==> config.mk <==
export PLATFORM = sky130hd
export DESIGN_NAME = lfsr_scheduler
export DESIGN_NICKNAME = d
export VERILOG_FILES = /design/src/rtl/lfsr_pkg.sv /design/src/rtl/lfsr_core.sv /design/src/rtl/lfsr_scheduler.sv
export SDC_FILE = /design/constraint.sdc
export NUM_CORES = 1
export LEC_CHECK = 0
export CELL_PAD_IN_SITES_DETAIL_PLACEMENT = 0
export CELL_PAD_IN_SITES_GLOBAL_PLACEMENT = 1
export CORE_ASPECT_RATIO = 0.8
export CORE_UTILIZATION = 35
export DETAILED_ROUTE_END_ITERATION = 12
export PLACE_DENSITY_LB_ADDON = 0.2
export SLEW_MARGIN = 15
export SYNTH_ARGS = -nofsm -noshare
export SYNTH_HDL_FRONTEND = slang
export SYNTH_SLANG_ARGS = --single-unit
==> constraint.sdc <==
create_clock -name clock -period 1.53 [get_ports clock]
set_clock_uncertainty 0.05 [all_clocks]
set_input_delay 0.306 -clock clock [delete_from_list [all_inputs] [get_ports clock]]
set_output_delay 0.306 -clock clock [all_outputs]
set_load 0.01 [all_outputs]
==> src/rtl/lfsr_pkg.sv <==
`default_nettype none
// ============================================================================
// Module      : lfsr_pkg
// Description : Shared constants, FSM state encoding and LFSR step function
//               for the LFSR-based random byte scheduler.
// Revision    : 1.0 - initial release
// ============================================================================
package lfsr_pkg;

    // LFSR width; bit 1 of the polynomial numbering is the MSB (index 7).
    localparam int c_LFSR_WIDTH = 8;

    // Tap positions in polynomial numbering (x^8 + x^6 + x^5 + x^4 + 1).
    localparam int c_TAP_POS_0 = 8;
    localparam int c_TAP_POS_1 = 6;
    localparam int c_TAP_POS_2 = 5;
    localparam int c_TAP_POS_3 = 4;

    // Tap positions mapped onto vector indices: position N sits at index (WIDTH - N).
    localparam logic [c_LFSR_WIDTH-1:0] c_LFSR_TAP_MASK = c_LFSR_WIDTH'(
        (1 << (c_LFSR_WIDTH - c_TAP_POS_0)) |
        (1 << (c_LFSR_WIDTH - c_TAP_POS_1)) |
        (1 << (c_LFSR_WIDTH - c_TAP_POS_2)) |
        (1 << (c_LFSR_WIDTH - c_TAP_POS_3)));

    // Reset value and zero-seed substitute.
    localparam logic [c_LFSR_WIDTH-1:0] c_DEFAULT_SEED = 8'h07;

    // LFSR steps needed to produce one fresh byte.
    localparam int c_STEPS_PER_BYTE = 8;
    localparam int c_CNT_WIDTH      = 3;

    // Scheduler FSM state encoding.
    typedef logic [1:0] state_t;
    localparam state_t c_ST_IDLE  = 2'd0;
    localparam state_t c_ST_SHIFT = 2'd1;
    localparam state_t c_ST_GRANT = 2'd2;

    // One LFSR step: feedback bit enters at position 1 (MSB), the rest shift
    // toward position 8 (LSB).
    function automatic logic [c_LFSR_WIDTH-1:0] lfsr_step(input logic [c_LFSR_WIDTH-1:0] s);
        lfsr_step = {^(s & c_LFSR_TAP_MASK), s[c_LFSR_WIDTH-1:1]};
    endfunction

endpackage
`default_nettype wire

==> src/rtl/lfsr_core.sv <==
`default_nettype none
// ============================================================================
// Module      : lfsr_core
// Description : 8-bit Fibonacci LFSR with seed load and step enables. A zero
//               seed is replaced by the reset seed so the register never
//               reaches the all-zero lock-up state.
// Revision    : 1.0 - initial release
// ============================================================================
module lfsr_core
    import lfsr_pkg::*;
#(
    parameter logic [c_LFSR_WIDTH-1:0] RESET_SEED = c_DEFAULT_SEED
) (
    input  logic                    clk,
    input  logic                    rst,
    input  logic                    i_load,
    input  logic                    i_step,
    input  logic [c_LFSR_WIDTH-1:0] i_seed,
    output logic [c_LFSR_WIDTH-1:0] o_state
);

    // A zero RESET_SEED would lock the LFSR, so fall back to 1 in that case.
    localparam logic [c_LFSR_WIDTH-1:0] c_SAFE_SEED =
        (RESET_SEED != '0) ? RESET_SEED : c_LFSR_WIDTH'(1);

    logic [c_LFSR_WIDTH-1:0] r_lfsr_q;
    logic [c_LFSR_WIDTH-1:0] w_lfsr_d;

    // Next LFSR value: load takes priority over step; zero seed is substituted.
    always_comb begin
        w_lfsr_d = r_lfsr_q;
        if (i_load) begin
            w_lfsr_d = (i_seed == '0) ? c_SAFE_SEED : i_seed;
        end else if (i_step) begin
            w_lfsr_d = lfsr_step(r_lfsr_q);
        end
    end

    // LFSR state register.
    always_ff @(posedge clk) begin
        if (rst) begin
            r_lfsr_q <= c_SAFE_SEED;
        end else begin
            r_lfsr_q <= w_lfsr_d;
        end
    end

    assign o_state = r_lfsr_q;

endmodule
`default_nettype wire

==> src/rtl/lfsr_scheduler.sv <==
`default_nettype none
// ============================================================================
// Module      : lfsr_scheduler
// Description : Round-robin scheduler that hands out one fresh random byte
//               per grant. Each granted request waits for 8 LFSR steps, then
//               receives a one-cycle grant with the new byte on data.
// Revision    : 1.0 - initial release
// ============================================================================
module lfsr_scheduler
    import lfsr_pkg::*;
#(
    parameter int                      NUM_REQ    = 2,
    parameter logic [c_LFSR_WIDTH-1:0] RESET_SEED = c_DEFAULT_SEED
) (
    input  logic                    clock,
    input  logic                    reset,
    input  logic                    seed_load,
    input  logic [c_LFSR_WIDTH-1:0] seed,
    input  logic [NUM_REQ-1:0]      req,
    output logic [NUM_REQ-1:0]      gnt,
    output logic [c_LFSR_WIDTH-1:0] data,
    output logic                    busy
);

    localparam int c_PTR_W = (NUM_REQ > 1) ? $clog2(NUM_REQ) : 1;
    localparam logic [c_PTR_W-1:0]     c_LAST_IDX = c_PTR_W'(NUM_REQ - 1);
    localparam logic [c_CNT_WIDTH-1:0] c_LAST_STEP = c_CNT_WIDTH'(c_STEPS_PER_BYTE - 1);

    state_t                  r_state_q;
    state_t                  w_state_d;
    logic [c_CNT_WIDTH-1:0]  r_cnt_q;
    logic [c_CNT_WIDTH-1:0]  w_cnt_d;
    logic [c_PTR_W-1:0]      r_winner_q;
    logic [c_PTR_W-1:0]      w_winner_d;
    logic [c_PTR_W-1:0]      r_pointer_q;
    logic [c_PTR_W-1:0]      w_pointer_d;
    logic [c_LFSR_WIDTH-1:0] r_data_q;
    logic [c_LFSR_WIDTH-1:0] w_data_d;

    logic                    w_lfsr_load;
    logic                    w_lfsr_step;
    logic [c_LFSR_WIDTH-1:0] w_lfsr_state;
    logic [c_LFSR_WIDTH-1:0] w_lfsr_next;

    logic                    w_hi_found;
    logic [c_PTR_W-1:0]      w_hi_idx;
    logic [c_PTR_W-1:0]      w_lo_idx;
    logic [c_PTR_W-1:0]      w_rr_winner;

    lfsr_core #(
        .RESET_SEED (RESET_SEED)
    ) u_lfsr_core (
        .clk     (clock),
        .rst     (reset),
        .i_load  (w_lfsr_load),
        .i_step  (w_lfsr_step),
        .i_seed  (seed),
        .o_state (w_lfsr_state)
    );

    // Value the LFSR will hold after the current step; captured as the byte.
    assign w_lfsr_next = lfsr_step(w_lfsr_state);

    // Round-robin pick: lowest active index above the pointer, else lowest
    // active index at or below it (wrap-around).
    always_comb begin
        w_hi_found = 1'b0;
        w_hi_idx   = '0;
        w_lo_idx   = '0;
        for (int i = NUM_REQ - 1; i >= 0; i--) begin
            if (req[i]) begin
                if (i > int'(r_pointer_q)) begin
                    w_hi_found = 1'b1;
                    w_hi_idx   = c_PTR_W'(i);
                end else begin
                    w_lo_idx   = c_PTR_W'(i);
                end
            end
        end
        w_rr_winner = w_hi_found ? w_hi_idx : w_lo_idx;
    end

    // FSM next-state and datapath control.
    always_comb begin
        w_state_d   = r_state_q;
        w_cnt_d     = r_cnt_q;
        w_winner_d  = r_winner_q;
        w_pointer_d = r_pointer_q;
        w_data_d    = r_data_q;
        w_lfsr_load = 1'b0;
        w_lfsr_step = 1'b0;
        case (r_state_q)
            c_ST_IDLE: begin
                // Seed loading wins over a simultaneous request.
                if (seed_load) begin
                    w_lfsr_load = 1'b1;
                end else if (|req) begin
                    w_winner_d = w_rr_winner;
                    w_cnt_d    = '0;
                    w_state_d  = c_ST_SHIFT;
                end
            end
            c_ST_SHIFT: begin
                w_lfsr_step = 1'b1;
                w_cnt_d     = r_cnt_q + 1'b1;
                if (r_cnt_q == c_LAST_STEP) begin
                    w_data_d  = w_lfsr_next;
                    w_state_d = c_ST_GRANT;
                end
            end
            c_ST_GRANT: begin
                w_pointer_d = r_winner_q;
                w_state_d   = c_ST_IDLE;
            end
            default: begin
                w_state_d = c_ST_IDLE;
            end
        endcase
    end

    // State and datapath registers; reset overrides everything.
    always_ff @(posedge clock) begin
        if (reset) begin
            r_state_q   <= c_ST_IDLE;
            r_cnt_q     <= '0;
            r_winner_q  <= '0;
            r_pointer_q <= c_LAST_IDX;
            r_data_q    <= '0;
        end else begin
            r_state_q   <= w_state_d;
            r_cnt_q     <= w_cnt_d;
            r_winner_q  <= w_winner_d;
            r_pointer_q <= w_pointer_d;
            r_data_q    <= w_data_d;
        end
    end

    // One-hot grant, only while in GRANT.
    always_comb begin
        gnt = '0;
        for (int i = 0; i < NUM_REQ; i++) begin
            gnt[i] = (r_state_q == c_ST_GRANT) && (r_winner_q == c_PTR_W'(i));
        end
    end

    assign data = r_data_q;
    assign busy = (r_state_q != c_ST_IDLE);

endmodule
`default_nettype wire

### After elaboration in Yosys (flattened, before gate mapping)

Index checks and enable logic that the tools add are counted.

| storage, ports and cells | value |
|---|---|
| bits in registers | 23 |
| bits of input ports | 13 |
| output and inout port bits | 11 |
| logic and storage cells | 48 |

| cells by class | value |
|---|---|
| add/subtract/negate cells | 1 |
| $lt $le $gt $ge | 1 |
| equality and inequality tests | 6 |
| mux-type cells | 19 |
| bitwise operators | 2 |
| reductions and logical operators | 13 |

Operators with widths:

| operator | number |
|---|---|
| $mux W8 | 3 |
| $mux W1 | 9 |
| $reduce_and A3 Y1 | 3 |
| $logic_not A8 Y1 | 1 |
| $reduce_xor A8 Y1 | 1 |
| $mux W2 | 3 |
| $mux W3 | 2 |
| $ne A2 B2 Y1 const B | 3 |
| $pmux W3 S2 | 1 |
| $reduce_bool A2 Y1 | 3 |
| $pmux W2 S2 | 1 |
| $add A3 B1 Y3 const B | 1 |
| $eq A3 B3 Y1 const B | 1 |
| $eq A2 B1 Y1 const B | 1 |
| $eq A2 B2 Y1 const B | 1 |
| $logic_and A1 B1 Y1 | 2 |
| $logic_not A2 Y1 | 1 |
| $not A1 Y1 | 2 |
| $reduce_and A2 Y1 | 1 |
| $reduce_or A2 Y1 | 1 |
| $gt A1 B1 Y1 const A | 1 |

### Logic depth before layout (Yosys ltp)

| logic depth | value |
|---|---|
| depth after elaboration | 5 |
| gate-level depth with buffers | 6 |
| gate-level depth less buffers | 5 |

### Hierarchy

From an unflattened synthesis, not the netlist that was laid out.

| second synthesis, totals | value |
|---|---|
| cell total of the unflattened synthesis | 119 |
| area total of the unflattened synthesis | 1153.6 µm² |

Modules (own cells, without submodules):

| module | instances | cells an instance | area an instance (µm²) | seq. area each (µm²) |
|---|---|---|---|---|
| lfsr_scheduler | 1 | 72 | 696.9 | 300.3 |
| lfsr_core | 1 | 47 | 456.7 | 160.2 |

### Worst setup path after synthesis

OpenSTA, ideal clock, no wires.

| timing | value |
|---|---|
| kind | register to register |
| start | register r_cnt_q[0] |
| end | register r_data_q[1], in the netlist data[1] |
| library setup time | 0.128 ns |
| data arrival time | 1.223 ns |
| required time | 1.352 ns |
| setup slack | 0.129 ns |
| stages on the path, launching flop included | 7 |
| path buffers | 1 |
| clock period less this slack | 1.401 ns |
| path through | dfxtp_1 ha_1 ha_1 clkbuf_8 nand3b_2 mux2i_1 nor2_1 |

| between the ends | value |
|---|---|
| longest elaborated chain between the ends | 2 |

Ends and longest elaborated chain:

| item | line | text |
|---|---|---|
| start, declared | lfsr_scheduler.sv:31 | `logic [c_CNT_WIDTH-1:0] r_cnt_q;` |
| start signal, assigned | lfsr_scheduler.sv:131 | `r_cnt_q <= w_cnt_d;` |
| $eq A3 B3 Y1 | lfsr_scheduler.sv:106 | `if (r_cnt_q == c_LAST_STEP) begin` |
| $reduce_and A2 Y1 (no line) | -- |  |
| end signal, assigned | lfsr_scheduler.sv:134 | `r_data_q <= w_data_d;` |
| end, declared | lfsr_scheduler.sv:37 | `logic [c_LFSR_WIDTH-1:0] r_data_q;` |

No other way between the ends.
A chain may end at the register's enable or synchronous reset.

### Final worst setup path

| timing | value |
|---|---|
| start | register r_data_q[0], in the netlist data[0] |
| end | output data[0] |

RTL lines:

| item | line | text |
|---|---|---|
| end, declared | lfsr_scheduler.sv:21 | `output logic [c_LFSR_WIDTH-1:0] data,` |

No word-level cell between the ends.

==> qor.txt <==
CTS H-tree lvls - 1
post-synth top area cell - dfxtp_1
Final min period - 1490 ps
Crit path buffers/inverters - 1
GP Congestion - 0.809
core footprint - 2830 sq um
clock share of power - 30.9%
clock buffer depth - 2
Setup TNS - 0 ps
Storage cell area - 465 sq um
clock root cell - clkbuf_8
yosys warns - 0
vias in the first global route - 876
worst-path cell chain - clkdlybuf4s50_1
most instantiated cells after synthesis - 23 x dfxtp_1, 10 x a21oi_1, 10 x nor2_1
sw frac - 25.9%
Internal - 0.920 mW
Die W - 63.9 um
wire length on met3 - 136 um
final instance area - 1500 sq um
final WL - 2.51 mm
WL per Instance - 13.3 um
Final Slew Violations - 0
Max Freq - 672 MHz
Diodes inserted - 0
total of max-cap violations - 0
First DRT Iteration DRCs - 48
Synth top area share - 42.9%
RSZ-0062 raised after global routing - no
initial antenna violation count - 0
DRC - 0
I/O Pins - 24
DR vias - 963
status - completed
buffers added on ports - 23
Tightest Pin Transition - 338 ps
Setup CP Type - reg -> out
most common cell in the netlist - dfxtp_1
largest net degree at the start of global routing - 19
utilization after layout - 53.0%
wl on met1 - 1.30 mm
Post-Syn Nets - 129
clock sink count - 23
Vias per Instance - 5.10
Yosys reg bits - 23
Critical Path End Type - output port
Setup-failing EPs final - 0
Syn-to-layout area delta - 39.7%
sequential area share after synthesis - 42.9%
Total GRT Usage - 17.0%
Post-DRT Antenna Nets - 0
sequential share of power - 52.7%
first-pass GRT wire length - 4.17 mm
synthesized cell area - 1070 sq um
Post-Syn Area per Cell - 9.42 sq um
Top delay family on crit path - buffers and inverters
Max transition margin - 77.3%
Layout Cells excl Fill - 189
Leak Pwr - 0.729 nW
NetSw - 0.322 mW
ys async rst share - 0%
Max FO, Critical Path - 2
post-DP HPWL - 1.87 mm
dpl cell area - 1410 sq um
multi-input logic area - 558 sq um
Top Metal Used - met4
TritonCTS buffer count - 3
die height - 51.5 um
clock latency on the worst-skew pair - 270 ps
Synth cell types - 38
Pwr Density - 827 nW/um^2
Slowest-stage cell, CP - clkdlybuf4s50_1
die area - 3290 sq um
Worst EP required - 1170 ps
share of cells above drive strength 1 - 21.2%
placed cells - 183
CP Launch Type - register
grt total ovfl - 0
Primary FF master, synth - dfxtp_1
metal2 WL - 1.07 mm
Post-synth EDFFs - 0
Final Cycle Share - 97.2%
Combinational Power Share - 16.4%
row count - 17
Worst Path Arrival - 1130 ps
clock slew seen by the registers of the worst setup and hold paths - 80 ps
Starting Density - 37.9%
Worst VDD drop - 0.543 mV
final hold slack - 406 ps
Final nets - 167
DR pass1 iterations - 4
final hold vios - 0
synth top area cells - dfxtp_1 43%, a21oi_1 4.7%, mux2i_1 3.7%
CP max stage delay - 530 ps
Hold Path Class - reg -> reg
Fillers - 269
CTS tree - done
Synth Instances - 114
[repair_timing]
action / CTS / global route
endpoints found under the setup margin: 3 / 9
cloned: 0 / 0
resized for setup: 7 / 10
hold buffers: 0 / 0
setup buffers: 2 / 0
[path summary, 6_finish.rpt]
check | startpoint | end | slack, ps | depth (start not counted)
max | data[0]$_SDFFE_PP0P_ | data[0] | 40 | 1
min | data[4]$_SDFFE_PP0P_ | data[4]$_SDFFE_PP0P_ | 410 | 2
max reg2reg | r_cnt_q[0]$_SDFFE_PP0P_ | r_state_q[0]$_SDFFE_PP0P_ | 70 | 5
min reg2reg | data[4]$_SDFFE_PP0P_ | data[4]$_SDFFE_PP0P_ | 410 | 2
[registers in the layout, indices dropped and copies added (netlist names)]
signal               cells
data                     8
u_lfsr_core.o_state      8
r_cnt_q                  3
r_state_q                2
r_pointer_q              1
r_winner_q               1
[through the flow]
step                total power, mW  worst slack (ps)
global route                   1.31              4.59
detailed placement            0.870              -145
finish                         1.24              42.5
global placement              0.869              -105
CTS                            1.25              7.33
floorplan                     0.779               129
[placed cells by master, fill, tap and decap left out, types with 2 or more instances in the layout]
cell	count
inv_1	2
clkdlybuf4s50_1	14
nand3_1	7
xnor2_1	3
clkbuf_8	3
ha_1	2
a21oi_1	10
buf_4	15
mux2i_1	4
nor2_1	9
nor3_1	2
dfxtp_1	21
dlymetal6s2s_1	6
a22oi_1	4
o22ai_1	5
a211oi_1	4
o211ai_1	2
nand2_1	9
[per-layer routing]
layer	GRT usage, %	vias to the layer above
met3	4.61	2
li1	-	496
met2	26.1	28
met1	23.4	437
met4	4.55	0
met5	0	-
[cells by family after synthesis]
logic type / Yosys count / synth area share, %
flip-flops: 23 / 42.9
AO/OA/AOI/OAI: 35 / 23.3
XOR/XNOR: 3 / 2.45
AND/OR/NAND/NOR: 37 / 18.1
buffers and inverters: 9 / 6.18
adder cells (fa/ha/maj): 2 / 2.33
multiplexers: 5 / 4.78
[power groups by stage]
stage                     Sequential [mW]  Clock, mW  Combinational (mW)
after floorplan                     0.659          0               0.120
after global placement              0.667          0               0.202
after detailed placement            0.667          0               0.203
after CTS                           0.653      0.396               0.203
after global routing                0.658      0.423               0.224
final                               0.654      0.384               0.204
[final cells by class]
type,count,area share (%)
Multi-Input combinational cell,82,37.2
Clock buffer,3,2.75
Clock inverter,1,0.334
Inverter,3,0.751
Tap cell,38,3.17
Timing Repair Buffer,39,24.8
Sequential cell,23,31.0
Power figures use the tool's default switching activity.
